**src/rtl/nanosoc_bm_pkg.sv**
```systemverilog
// nanosoc bus matrix shared definitions.
// AHB encodings and address-phase bundle used by the input stage, decoder and arbiters.
package nanosoc_bm_pkg;

    typedef enum logic [1:0] {
        HTRANS_IDLE   = 2'b00,
        HTRANS_BUSY   = 2'b01,
        HTRANS_NONSEQ = 2'b10,
        HTRANS_SEQ    = 2'b11
    } htrans_e;

    typedef enum logic [2:0] {
        HBURST_SINGLE = 3'b000,
        HBURST_INCR   = 3'b001,
        HBURST_WRAP4  = 3'b010,
        HBURST_INCR4  = 3'b011,
        HBURST_WRAP8  = 3'b100,
        HBURST_INCR8  = 3'b101,
        HBURST_WRAP16 = 3'b110,
        HBURST_INCR16 = 3'b111
    } hburst_e;

    typedef struct packed {
        htrans_e     trans;
        logic        write;
        logic [2:0]  size;
        hburst_e     burst;
        logic [3:0]  prot;
        logic        lock;
    } ap_ctrl_t;

    // NONSEQ and SEQ carry a real transfer; IDLE and BUSY do not.
    function automatic logic trans_active(input logic [1:0] t);
        return t[1];
    endfunction

endpackage

```
**src/rtl/nanosoc_bm_input_stage.sv**
```systemverilog
// nanosoc bus matrix per-master input stage.
// Holds a stalled address phase until the output-stage arbiter grants it.
module nanosoc_bm_input_stage
    import nanosoc_bm_pkg::*;
#(
    parameter int ADDR_WIDTH = 32
) (
    input  logic                  HCLK,
    input  logic                  HRESETn,
    input  logic                  HSELS,
    input  logic [ADDR_WIDTH-1:0] HADDRS,
    input  logic [1:0]            HTRANSS,
    input  logic                  HWRITES,
    input  logic [2:0]            HSIZES,
    input  logic [2:0]            HBURSTS,
    input  logic [3:0]            HPROTS,
    input  logic                  HMASTLOCKS,
    input  logic                  HREADYS,
    input  logic                  active_trans,
    input  logic                  HREADYOUTM,
    input  logic                  HRESPM,
    output logic                  HREADYOUTS,
    output logic                  HRESPS,
    output logic                  sel_trans,
    output logic [ADDR_WIDTH-1:0] HADDRM,
    output logic [1:0]            HTRANSM,
    output logic                  HWRITEM,
    output logic [2:0]            HSIZEM,
    output logic [2:0]            HBURSTM,
    output logic [3:0]            HPROTM,
    output logic                  HMASTLOCKM
);

    logic                  pend_tran;
    logic                  data_phase;
    logic [ADDR_WIDTH-1:0] hold_addr;
    ap_ctrl_t              hold_ctrl;
    ap_ctrl_t              live_ctrl;
    ap_ctrl_t              cur_ctrl;

    logic live_valid;
    logic accept;
    logic load;
    logic err_drop;

    assign live_valid = HSELS & HREADYS & trans_active(HTRANSS);
    assign accept     = active_trans & (pend_tran | live_valid);
    assign load       = live_valid & ~active_trans & ~pend_tran;
    // First ERROR cycle: the master will go IDLE, so the held transfer is dropped.
    assign err_drop   = pend_tran & HRESPM & ~HREADYOUTM;

    assign live_ctrl = '{
        trans: htrans_e'(HTRANSS),
        write: HWRITES,
        size:  HSIZES,
        burst: hburst_e'(HBURSTS),
        prot:  HPROTS,
        lock:  HMASTLOCKS
    };

    // Pending flag: set on an ungranted live transfer, cleared by grant or error.
    always_ff @(posedge HCLK or negedge HRESETn) begin
        if (!HRESETn) begin
            pend_tran <= 1'b0;
        end else if (pend_tran) begin
            if (active_trans | err_drop)
                pend_tran <= 1'b0;
        end else if (load) begin
            pend_tran <= 1'b1;
        end
    end

    // Holding register: captured once, frozen while the master is stalled.
    always_ff @(posedge HCLK or negedge HRESETn) begin
        if (!HRESETn) begin
            hold_addr <= '0;
            hold_ctrl <= '{
                trans: HTRANS_IDLE,
                burst: HBURST_SINGLE,
                default: '0
            };
        end else if (load) begin
            hold_addr <= HADDRS;
            hold_ctrl <= live_ctrl;
        end
    end

    // Outstanding data phase: starts on accept, ends on HREADYOUTM.
    always_ff @(posedge HCLK or negedge HRESETn) begin
        if (!HRESETn)
            data_phase <= 1'b0;
        else if (accept)
            data_phase <= 1'b1;
        else if (HREADYOUTM)
            data_phase <= 1'b0;
    end

    // Address-phase mux: held transfer wins over the live bus.
    always_comb begin
        HADDRM    = HADDRS;
        cur_ctrl  = live_ctrl;
        sel_trans = live_valid;
        if (pend_tran) begin
            HADDRM    = hold_addr;
            cur_ctrl  = hold_ctrl;
            sel_trans = 1'b1;
        end
    end

    assign HTRANSM    = cur_ctrl.trans;
    assign HWRITEM    = cur_ctrl.write;
    assign HSIZEM     = cur_ctrl.size;
    assign HBURSTM    = cur_ctrl.burst;
    assign HPROTM     = cur_ctrl.prot;
    assign HMASTLOCKM = cur_ctrl.lock;

    // Master-side response: wait while pending, else forward the data phase.
    always_comb begin
        HREADYOUTS = 1'b1;
        HRESPS     = 1'b0;
        if (pend_tran)
            HREADYOUTS = 1'b0;
        else if (data_phase)
            HREADYOUTS = HREADYOUTM;
        if (data_phase)
            HRESPS = HRESPM;
    end

endmodule
```
**config.mk**
```make
export PLATFORM = sky130hd
export DESIGN_NAME = nanosoc_bm_input_stage
export DESIGN_NICKNAME = d
export VERILOG_FILES = /design/src/rtl/nanosoc_bm_pkg.sv /design/src/rtl/nanosoc_bm_input_stage.sv
export SDC_FILE = /design/constraint.sdc
export NUM_CORES = 1
export LEC_CHECK = 0
export ABC_AREA = 1
export CAP_MARGIN = 20
export CORE_UTILIZATION = 45
export DETAILED_ROUTE_END_ITERATION = 8
export MAX_ROUTING_LAYER = met4
export PLACE_DENSITY = 0.81
export SETUP_SLACK_MARGIN = 0.1
export SYNTH_ARGS = -nofsm -noshare
export SYNTH_HDL_FRONTEND = slang
export SYNTH_SLANG_ARGS = --single-unit
```
**constraint.sdc**
```tcl
create_clock -name HCLK -period 2.5 [get_ports HCLK]
set_input_delay 0.5 -clock HCLK [delete_from_list [all_inputs] [get_ports HCLK]]
set_output_delay 0.5 -clock HCLK [all_outputs]
set_load 0.005 [all_outputs]
```
---- Word-level counts from Yosys, hierarchy flattened ----
Index checks and enable logic that the tools add are counted.
W data, S select, Z words.
word-level totals
  register bits ........................... 48
  input port bits ......................... 53
  logic and storage cells ................. 33
operators by class
  mux-type cells .......................... 11
  bitwise gates (word level) .............. 12
  reduce and logical (&&, ||, !) cells .... 1
operators with widths
  kind                count
  $mux W32            1
  $mux W14            1
  $mux W1             9
  $and A1 B1 Y1       7
  $not A1 Y1          3
  $or A1 B1 Y1        2
  $reduce_bool A2 Y1  1

---- Logic depth before layout (Yosys ltp) ----
Gate-level depths: netlist of the first run.
  word-level depth ........................ 6
  depth in mapped cells ................... 7

---- Least setup slack after synthesis of the first run ----
OpenSTA, ideal clock, no wires.
  path type ............................... reg-to-output
  start ................................... register pend_tran
  end ..................................... output HADDRM[0]
  arrival ................................. 1.018 ns
  required time ........................... 2.000 ns
  slack ................................... 0.982 ns
  stages on the path, launching flop included .. 7
  buffers on the path ..................... 3
  path through ............................ dfrtp_1 buf_4 inv_1 buf_2 buf_2 nand2_1 nand2_1
between the ends
  longest elaborated chain between the ends .. 1
ends and longest elaborated chain
  element                 line                           text
  start, declared         nanosoc_bm_input_stage.sv:34   logic pend_tran;
  start signal, assigned  nanosoc_bm_input_stage.sv:64   pend_tran <= 1'b0;
  start signal, assigned  nanosoc_bm_input_stage.sv:67   pend_tran <= 1'b0;
  start signal, assigned  nanosoc_bm_input_stage.sv:69   pend_tran <= 1'b1;
  $mux W32                nanosoc_bm_input_stage.sv:103  if (pend_tran) begin
  end, declared           nanosoc_bm_input_stage.sv:25   output logic [ADDR_WIDTH-1:0] HADDRM,
No other way between the ends.

---- Worst setup path after layout of the first run ----
  start ................................... register pend_tran
  end ..................................... output HADDRM[23]
The elaborated chain is that of the path after synthesis.

==> summary.txt, run 1 <==
Worst setup path
  – CP Capture Point: HADDRM[23]
  – CP Capture Type: output pin
  – Crit. Startpoint: pend_tran
  – RR Endpoint: hold_addr[2]
  – WP data arrival: 1.73 ns
  – R2R depth: 6
  – Crit-path max FO: 27
  – Kind of critical path: flop to output pin
  – FF-to-FF setup slack: 0.87 ns
  – Worst endpoint required time: approximately 2.0 ns
  – CP startpoint kind: flop
  – Worst r2r src: pend_tran

Timing
  – Finish-stage setup viols: 0
  – RSZ-0062 raised after global routing: no
  – Worst setup margin: 0.272 ns
  – Setup TNS Final: 0 ns
  – Final hold viol count: 0
  – Actual slew at the worst max-slew pin: around 0.43 ns
  – Fin crit period: between 2 and 2.5 ns
  – Clock Skews: between 0.005 and 0.006 ns
  – Final Cycle Share: between 80% and 90%
  – Maximum clock frequency: 449 MHz
  – Slew Viols, Final: 0
  – Slew HR: 71.2%

Placement
  – # port buffers: approximately 100
  – GPL Wtd Cong: about 0.75
  – DP Cell Count: 522
  – Post-DP Area: around 3600 um^2
  – Dpl hpwl: 4580 um
  – Pre-CTS worst setup slack: around 0.28 ns

Power
  – Combinational share of power: 25.7%
  – Sw frac: between 20 and 30%
  – Internal Power: roughly 1400 uW
  – Leak: around 0.0019 uW
  – Overall power: about 2000 uW
  – Peak VDD IR: roughly 0.00032 V
  – Pwr/cell area: 546 nW/um^2
  – Seq pwr share: between 50% and 60%
  – Net Sw Power: between 500 and 600 uW
  – Clk pwr share: 23.5%

Yosys
  – Ys flop type: dfrtp_1
  – Mean post-synth cell area: 6.93 um^2
  – Mapped Nets: about 420
  – Cell taking the most area after synthesis: dfrtp_1
  – Post-synthesis async set-or-reset flop share: 100%
  – Top cells by count, synth: nand2_1 (237), dfrtp_1 (48), nand3_1 (46), buf_2 (16)
  – Yosys reg bits: 48
  – Yosys Warn Count: 0
  – Post-synth EDFFs: 0
  – Post-synth top area share: between 40% and 50%
  – Netlist cell types: 14
  – Synth area leaders: dfrtp_1 (48%), nand2_1 (35%), nand3_1 (9.1%)
  – Count leader, synth: nand2_1
  – Mapped Area: 2530 um^2
  – Gate Count Post-Synth: approximately 370
  – Sequential share of the synthesized area: between 40% and 50%

Clock network
  – Post-CTS Resized: 0
  – Setup Fix Bufs, Post-CTS: 0
  – Num CTS Buffers: 5
  – CTS Sinks: 48
  – Clk root buf: clkbuf_8
  – Clock Path Buffers: 2
  – Worst-skew pair later-pin latency: around 0.29 ns
  – CTS Hold Bufs: 0
  – H-Tree Depth: 2
  – CTS tree: built
  – Clock-pin slew on the worst setup and hold paths: around 0.09 ns

Global route
  – First-pass GRT wire length: ~11000 um
  – Largest net degree at the start of global routing: 33
  – Vias in the first global route: between 2000 and 2500
  – Initial antenna violation count: 0
  – Gr usage total: between 20% and 30%
  – Total grt overflow: 0

Die
  – Die Wd: slightly below 80 um
  – Die Y: ~77 um
  – Die footprint: approximately 5900 um^2
  – Initial Util: ~48%
  – I/O pin count: a little over 100
  – Core Area: 5270 um^2
  – Core Rows: 26

Detailed routing
  – Post-Route WL: 6510 um
  – 1st-pass router iterations: 4
  – Via count: 2610
  – Drt via density: ~4.9
  – Iteration-0 DRC count of the detailed router: 114
  – DRC: 0
  – Antenna viol nets, final: 0
  – WL per Instance: 12.3 um

Finish
  – Final std cells w/o fill: 530
  – Area Overhead vs Synth: 44.2%
  – Layout net count: 512
  – Final instance area: about 3600 um^2
  – Layout cells sized above 1: under 10%
  – Ant diodes: 0

Outcome
  – Status: finished, final reports clean

Min path
  – Hold Crit Class: input pin to async pin

Flow run
  – Number of max-cap violations: 0
metal layers:
layer / global-route usage, % / routed length [um] / vias up
met5: - / 0 / -
met1: 26.9 / 2690 / 1210
met4: 7.12 / 80 / 0
met2: 42.9 / 3440 / 78
li1: - / - / 1316
met3: 3.69 / 304 / 6
stage by stage:
step	hold WS, ns	utilization (%)
6_report	0.0981	69.2
5_1_grt	0.122	69.2
4_1_cts	0.103	69.2
3_5_place_dp	0.430	67.5
3_3_place_gp	0.425	67.5
2_1_floorplan	0.204	-
worst max-delay path: stages (launching register included):
cell and delay, ns:
dfrtp_2 0.41, inv_1 0.07, buf_4 0.28, nand2_1 0.10
nand2_1 0.08, clkdlybuf4s50_1 0.50
flip-flops by register name, summed over array words and instances (netlist names):
name	flops
pend_tran	1
hold_ctrl	14
data_phase	1
hold_addr	32
cells by family (layout without fill, tap and decap cells):
family / count (synthesis) / count (layout) / share of synthesized area, %
flip-flops: 48 / 48 / 47.5
AND/OR/NAND/NOR: 286 / 286 / 45.7
AO/OA/AOI/OAI: 2 / 2 / 0.395
buffers and inverters: 29 / 124 / 6.43
worst min-delay path by stage:
stage,cells past startpoint,start,slack [ns],endpoint
after global routing,1,HRESETn,0.12,hold_addr[19]
after detailed placement,1,HRESETn,0.43,hold_addr[19]
after floorplan,0,HRESETn,0.20,data_phase
final,1,HRESETn,0.1,hold_addr[19]
after global placement,1,HRESETn,0.42,hold_addr[19]
after CTS,1,HRESETn,0.10,hold_addr[19]
area by class of cell:
type / count / area, um^2
timing repair buffer: 111 / 1080
sequential: 48 / 1200
clock inverter: 2 / 10.0
inverter: 5 / 18.8
clock buffer: 6 / 82.6
fill: 481 / 1620
multi-input combinational: 288 / 1160
tap: 70 / 87.6
power by group through the flow:
stage | combinational [uW] | sequential, uW | clock [uW]
final | 512 | 1010 | 468
after global routing | 579 | 1030 | 515
after CTS | 520 | 1010 | 484
after detailed placement | 520 | 1020 | 0
after global placement | 502 | 1020 | 0
after floorplan | 245 | 1010 | 0
cells in the final DEF (no fill, tap or decap):
| cell | synthesis | final |
|---|---|---|
| nand2_1 | 237 | 237 |
| dfrtp_2 | 0 | 1 |
| dfrtp_1 | 48 | 47 |
| a21oi_1 | 1 | 1 |
| nor2_4 | 1 | 1 |
| inv_1 | 4 | 4 |
| inv_2 | 1 | 1 |
| nor2_1 | 1 | 1 |
| buf_4 | 1 | 10 |
| nand3_1 | 46 | 46 |
| clkdlybuf4s50_1 | 0 | 100 |
| o21ai_0 | 1 | 1 |
| buf_2 | 16 | 1 |
| clkbuf_8 | 0 | 6 |
| clkinv_2 | 0 | 2 |
| nor2_8 | 1 | 1 |
No activity file was read; power rests on OpenSTA's default activity.
==> run 2: changes to the inputs <==
CTS_BUF_LIST = sky130_fd_sc_hd__clkbuf_16   (was unset)
==> summary.txt, run 2 (synthesis gave the netlist of run 1 again) <==
Finish
  – Layout cells sized above 1: under 10%
  – Top Registers: hold_addr (32), hold_ctrl (14)
  – Most common cell after layout, fill and taps aside: nand2_1
  – Max reg flops: 32
  – Area Overhead vs Synth: 46.1%
  – Most frequent cells in the layout: nand2_1 (237), clkdlybuf4s50_1 (100), dfrtp_1 (47)
  – Layout net count: about 510
  – Ant diodes: 0
  – Biggest register: hold_addr
  – Final core occ: about 70%

Placement
  – Dpl hpwl: between 4000 and 5000 um
  – GPL Wtd Cong: approximately 0.75
  – # port buffers: between 100 and 150

Clock network
  – Clock Path Buffers: 2
  – CTS Hold Bufs: 0
  – Clk root buf: clkbuf_16
  – H-Tree Depth: 2
  – Post-CTS Resized: 0
  – CTS tree: built
  – Worst-skew pair later-pin latency: between 0.2 and 0.3 ns
  – Clock-pin slew on the worst setup and hold paths: 0.06 ns
  – Setup Fix Bufs, Post-CTS: 0
  – Num CTS Buffers: 5
  – CTS Sinks: 48

Die
  – Die footprint: 5920 um^2
  – Die Y: roughly 77 um
  – Initial Util: a little under half
  – Die Wd: around 77 um
  – Core Rows: 26
  – Core Area: roughly 5300 um^2
  – I/O pin count: 102

Global route
  – First-pass GRT wire length: 11200 um
  – Initial antenna violation count: 0
  – Vias in the first global route: 2500
  – Gr usage total: 24.4%
  – Total grt overflow: 0
  – Largest net degree at the start of global routing: 33

Timing
  – Worst hold slack: between 0.1 and 0.15 ns
  – Finish-stage setup viols: 0
  – Clock Skews: ~0.004 ns
  – RSZ-0062 raised after global routing: no
  – Setup TNS Final: 0 ns
  – Slew Viols, Final: 0
  – Final Cycle Share: roughly nine tenths
  – Slew HR: just over 70%
  – Actual slew at the worst max-slew pin: 0.443 ns
  – Final hold viol count: 0
  – Fin crit period: around 2.2 ns
  – Maximum clock frequency: 452 MHz

Detailed routing
  – WL per Instance: between 10 and 15 um
  – Drt via density: 4.93
  – Met2 wire len: between 3000 and 4000 um
  – Met1 wire length: 2690 um
  – Routed wl met3: about 410 um
  – Post-Route WL: around 6600 um
  – Antenna viol nets, final: 0
  – DRC: 0
  – Iteration-0 DRC count of the detailed router: ~110
  – Top Metal Used: met4
  – Via count: between 2000 and 3000
  – 1st-pass router iterations: 4

Worst setup path
  – Kind of critical path: input pin to output pin
  – Critical path, cell by cell: clkdlybuf4s50_1, inv_2, o21ai_0, clkdlybuf4s50_1
  – Slowest cell delay on critical path: approximately 0.52 ns
  – WP data arrival: ~1.7 ns
  – CP startpoint kind: input pin
  – Most used cell, CP: clkdlybuf4s50_1
  – Crit-path max FO: 2
  – Worst endpoint required time: 2.00 ns
  – Slowest cell on crit path: clkdlybuf4s50_1
  – CP Capture Type: output pin

Power
  – Leak: a little under 0.002 uW
  – Peak VDD IR: approximately 0.00032 V
  – Pwr/cell area: a little under 600 nW/um^2

Flow run
  – Number of max-cap violations: 0

Min path
  – Hold Crit Class: input pin to async pin

Outcome
  – Status: finished, final reports clean
-- run 2: worst max-delay path: cells and delay by family --
kind,cells,cell delay [ns]
AOI/OAI and AO/OA,1,0.14
buffers and inverters,3,1.08
-- run 2: routing by layer --
metal	track usage (%)	vias up
li1	-	1317
met1	27.0	1187
met2	44.6	100
met3	4.05	9
met4	6.92	0
met5	-	-
-- run 2: final cells by class --
cell class              instances  area [um^2]
fillers                       477         1580
flip-flops and latches         48         1200
multi-input cells             288         1160
repair buffers                111         1080
clock buffers                   5          125
well taps                      70         87.6
inverters                       5         18.8
clock inverters                 3         13.8
-- run 2: power by group --
group	internal [uW]	total [uW]	switching (uW)	leakage, uW
sequential	933	1020	81.9	0.000601
combinational	275	512	238	0.00127
clock	363	631	268	0.0000710
total	1570	2160	588	0.00194
-- run 2: final timing paths --
kind | startpoint | to | slack (ns) | cells after the start
min in group HCLK | hold_addr[24] | hold_addr[24] | 0.47 | 2
worst min-delay path | HRESETn | hold_addr[19] | 0.11 | 1
worst max register to register | pend_tran | hold_addr[7] | 0.88 | 6
worst min register to register | hold_addr[24] | hold_addr[24] | 0.47 | 2
worst max-delay path | HTRANSS[1] | HTRANSM[1] | 0.29 | 4
max in group asynchronous | HRESETn | pend_tran | 1.63 | 2
-- run 2: per-stage QoR --
step,std cells,cell area (um^2),power (uW),worst slack (ns)
2_1_floorplan,365,2530,1250,0.982
5_1_grt,530,3690,2300,0.191
3_3_place_gp,522,3550,1520,0.299
4_1_cts,530,3690,2180,0.262
6_report,530,3690,2160,0.286
3_5_place_dp,522,3550,1540,0.280
==> run 3: changes to the inputs <==
CORE_UTILIZATION = 44   (was 45)
PLACE_DENSITY = 0.79   (was 0.81)
==> summary.txt, run 3 (synthesis gave the netlist of run 1 again) <==
Die
  – Core Area: roughly 5500 um^2
  – Initial Util: a little under half
  – Die Wd: 77.8 um
  – I/O pin count: 102
  – Die Y: approximately 78 um
  – Die footprint: between 6000 and 7000 um^2
  – Core Rows: 27

Finish
  – Layout net count: ~510
  – Ant diodes: 0
  – Biggest register: hold_addr
  – Final instance area: around 3700 um^2
  – Top Registers: hold_addr (32), hold_ctrl (14)
  – Most common cell after layout, fill and taps aside: nand2_1
  – Area Overhead vs Synth: 47.6%
  – Final core occ: between 60% and 70%
  – Max reg flops: 32
  – Most frequent cells in the layout: nand2_1 (237), clkdlybuf4s50_1 (100), dfrtp_1 (47)
  – Layout cells sized above 1: approximately 4.8%

Detailed routing
  – 1st-pass router iterations: 4
  – Post-Route WL: approximately 6700 um
  – Antenna viol nets, final: 0
  – Iteration-0 DRC count of the detailed router: 160
  – DRC: 0
  – Drt via density: 4.87
  – Via count: about 2600
  – WL per Instance: ~13 um

Timing
  – Finish-stage setup viols: 0
  – Fin crit period: approximately 2.2 ns
  – Clock Skews: between 0.002 and 0.003 ns
  – Actual slew at the worst max-slew pin: between 0.6 and 0.7 ns
  – Maximum clock frequency: 451 MHz
  – Slew HR: 59.6%
  – Final hold viol count: 0
  – Slew Viols, Final: 0
  – Setup TNS Final: 0 ns
  – Worst hold slack: slightly above 0.3 ns
  – RSZ-0062 raised after global routing: no
  – Final Cycle Share: 88.8%
  – Worst setup margin: 0.280 ns

Clock network
  – Clock-pin slew on the worst setup and hold paths: roughly 0.06 ns
  – CTS Sinks: 48
  – Clk root buf: clkbuf_16
  – CTS tree: built
  – Worst-skew pair later-pin latency: 0.28 ns
  – Num CTS Buffers: 5
  – Clock Path Buffers: 2
  – H-Tree Depth: 2

Placement
  – Post-DP Area: ~3600 um^2
  – GPL Wtd Cong: roughly 0.76
  – # port buffers: 101
  – Pre-CTS worst setup slack: about 0.28 ns
  – Dpl hpwl: about 4400 um

Global route
  – Total grt overflow: 0
  – Vias in the first global route: approximately 2600
  – First-pass GRT wire length: approximately 11000 um
  – Initial antenna violation count: 0
  – Largest net degree at the start of global routing: slightly below 50
  – Gr usage total: 24.0%

Worst setup path
  – Kind of critical path: input pin to output pin
  – Critical path, cell by cell: clkdlybuf4s50_1, inv_2, o21ai_0, clkdlybuf4s50_1
  – CP startpoint kind: input pin
  – WP data arrival: about 1.7 ns
  – CP Capture Type: output pin
  – Slowest cell on crit path: clkdlybuf4s50_1
  – Worst endpoint required time: around 2.0 ns
  – Crit-path max FO: 2
  – Worst r2r src: pend_tran
  – Slowest cell delay on critical path: between 0.5 and 0.6 ns
  – Crit. Startpoint: HTRANSS[1]
  – Most used cell, CP: clkdlybuf4s50_1

Min path
  – Hold Crit Class: input pin to async pin

Power
  – Sw frac: between 20% and 30%
  – Internal Power: about 1600 uW
  – Peak VDD IR: approximately 0.00044 V
  – Net Sw Power: around 580 uW
  – Combinational share of power: 24.2%
  – Leak: 0.00196 uW
  – Pwr/cell area: ~580 nW/um^2
  – Seq pwr share: ~47%
  – Clk pwr share: approximately 28%

Flow run
  – Number of max-cap violations: 0

Outcome
  – Status: finished, final reports clean
==> run 3: routing by layer <==
| metal | up-vias | track usage [%] | share of wire, % | wire length (um) |
|---|---|---|---|---|
| li1 | 1315 | - | - | - |
| met3 | 10 | 4.94 | 5.3 | 356 |
| met5 | - | - | 0 | 0 |
| met1 | 1197 | 26.5 | 41 | 2740 |
| met2 | 74 | 42.9 | 52 | 3470 |
| met4 | 0 | 8.11 | 1.4 | 96 |
==> run 3: power groups by stage <==
stage / combinational (uW) / clock, uW / sequential, uW
floorplan: 245 / 0 / 1010
global placement: 504 / 0 / 1030
detailed placement: 517 / 0 / 1030
CTS: 521 / 628 / 1020
global route: 588 / 662 / 1040
finish: 521 / 612 / 1020
==> run 3: final timing paths <==
check                                 to  slack, ns  cells after the start
setup / recovery              HTRANSM[1]       0.28                      4
hold / removal             hold_addr[12]       0.30                      2
setup reg to reg           hold_addr[11]       0.87                      7
hold reg to reg            hold_ctrl[13]       0.47                      2
max in group asynchronous      pend_tran       1.76                      2
min in group HCLK          hold_ctrl[13]       0.47                      2
==> run 3: what timing repair did <==
item / 4_1_cts / 5_1_grt
hold buffers: 0 / 0
setup endpoints to repair: 0 / 37
resized for setup: 0 / 1
setup buffers: 0 / 3
==> run 3: cell type report <==
| cell class | instances | area (um^2) |
|---|---|---|
| clock inverters | 2 | 7.51 |
| flip-flops and latches | 48 | 1200 |
| multi-input cells | 288 | 1160 |
| repair buffers | 113 | 1120 |
| fillers | 502 | 1770 |
| inverters | 5 | 18.8 |
| well taps | 72 | 90.1 |
| clock buffers | 5 | 125 |
==> run 3: per-stage QoR <==
step           std cells  power (uW)
6_report             533        2150
2_1_floorplan        365        1250
5_1_grt              533        2290
4_1_cts              530        2170
3_3_place_gp         523        1530
3_5_place_dp         523        1550
==> run 3: worst max-delay path, delay by kind of cell <==
kind	cells	cell delay, ns
buffers and inverters	3	1.07
AOI/OAI and AO/OA	1	0.14
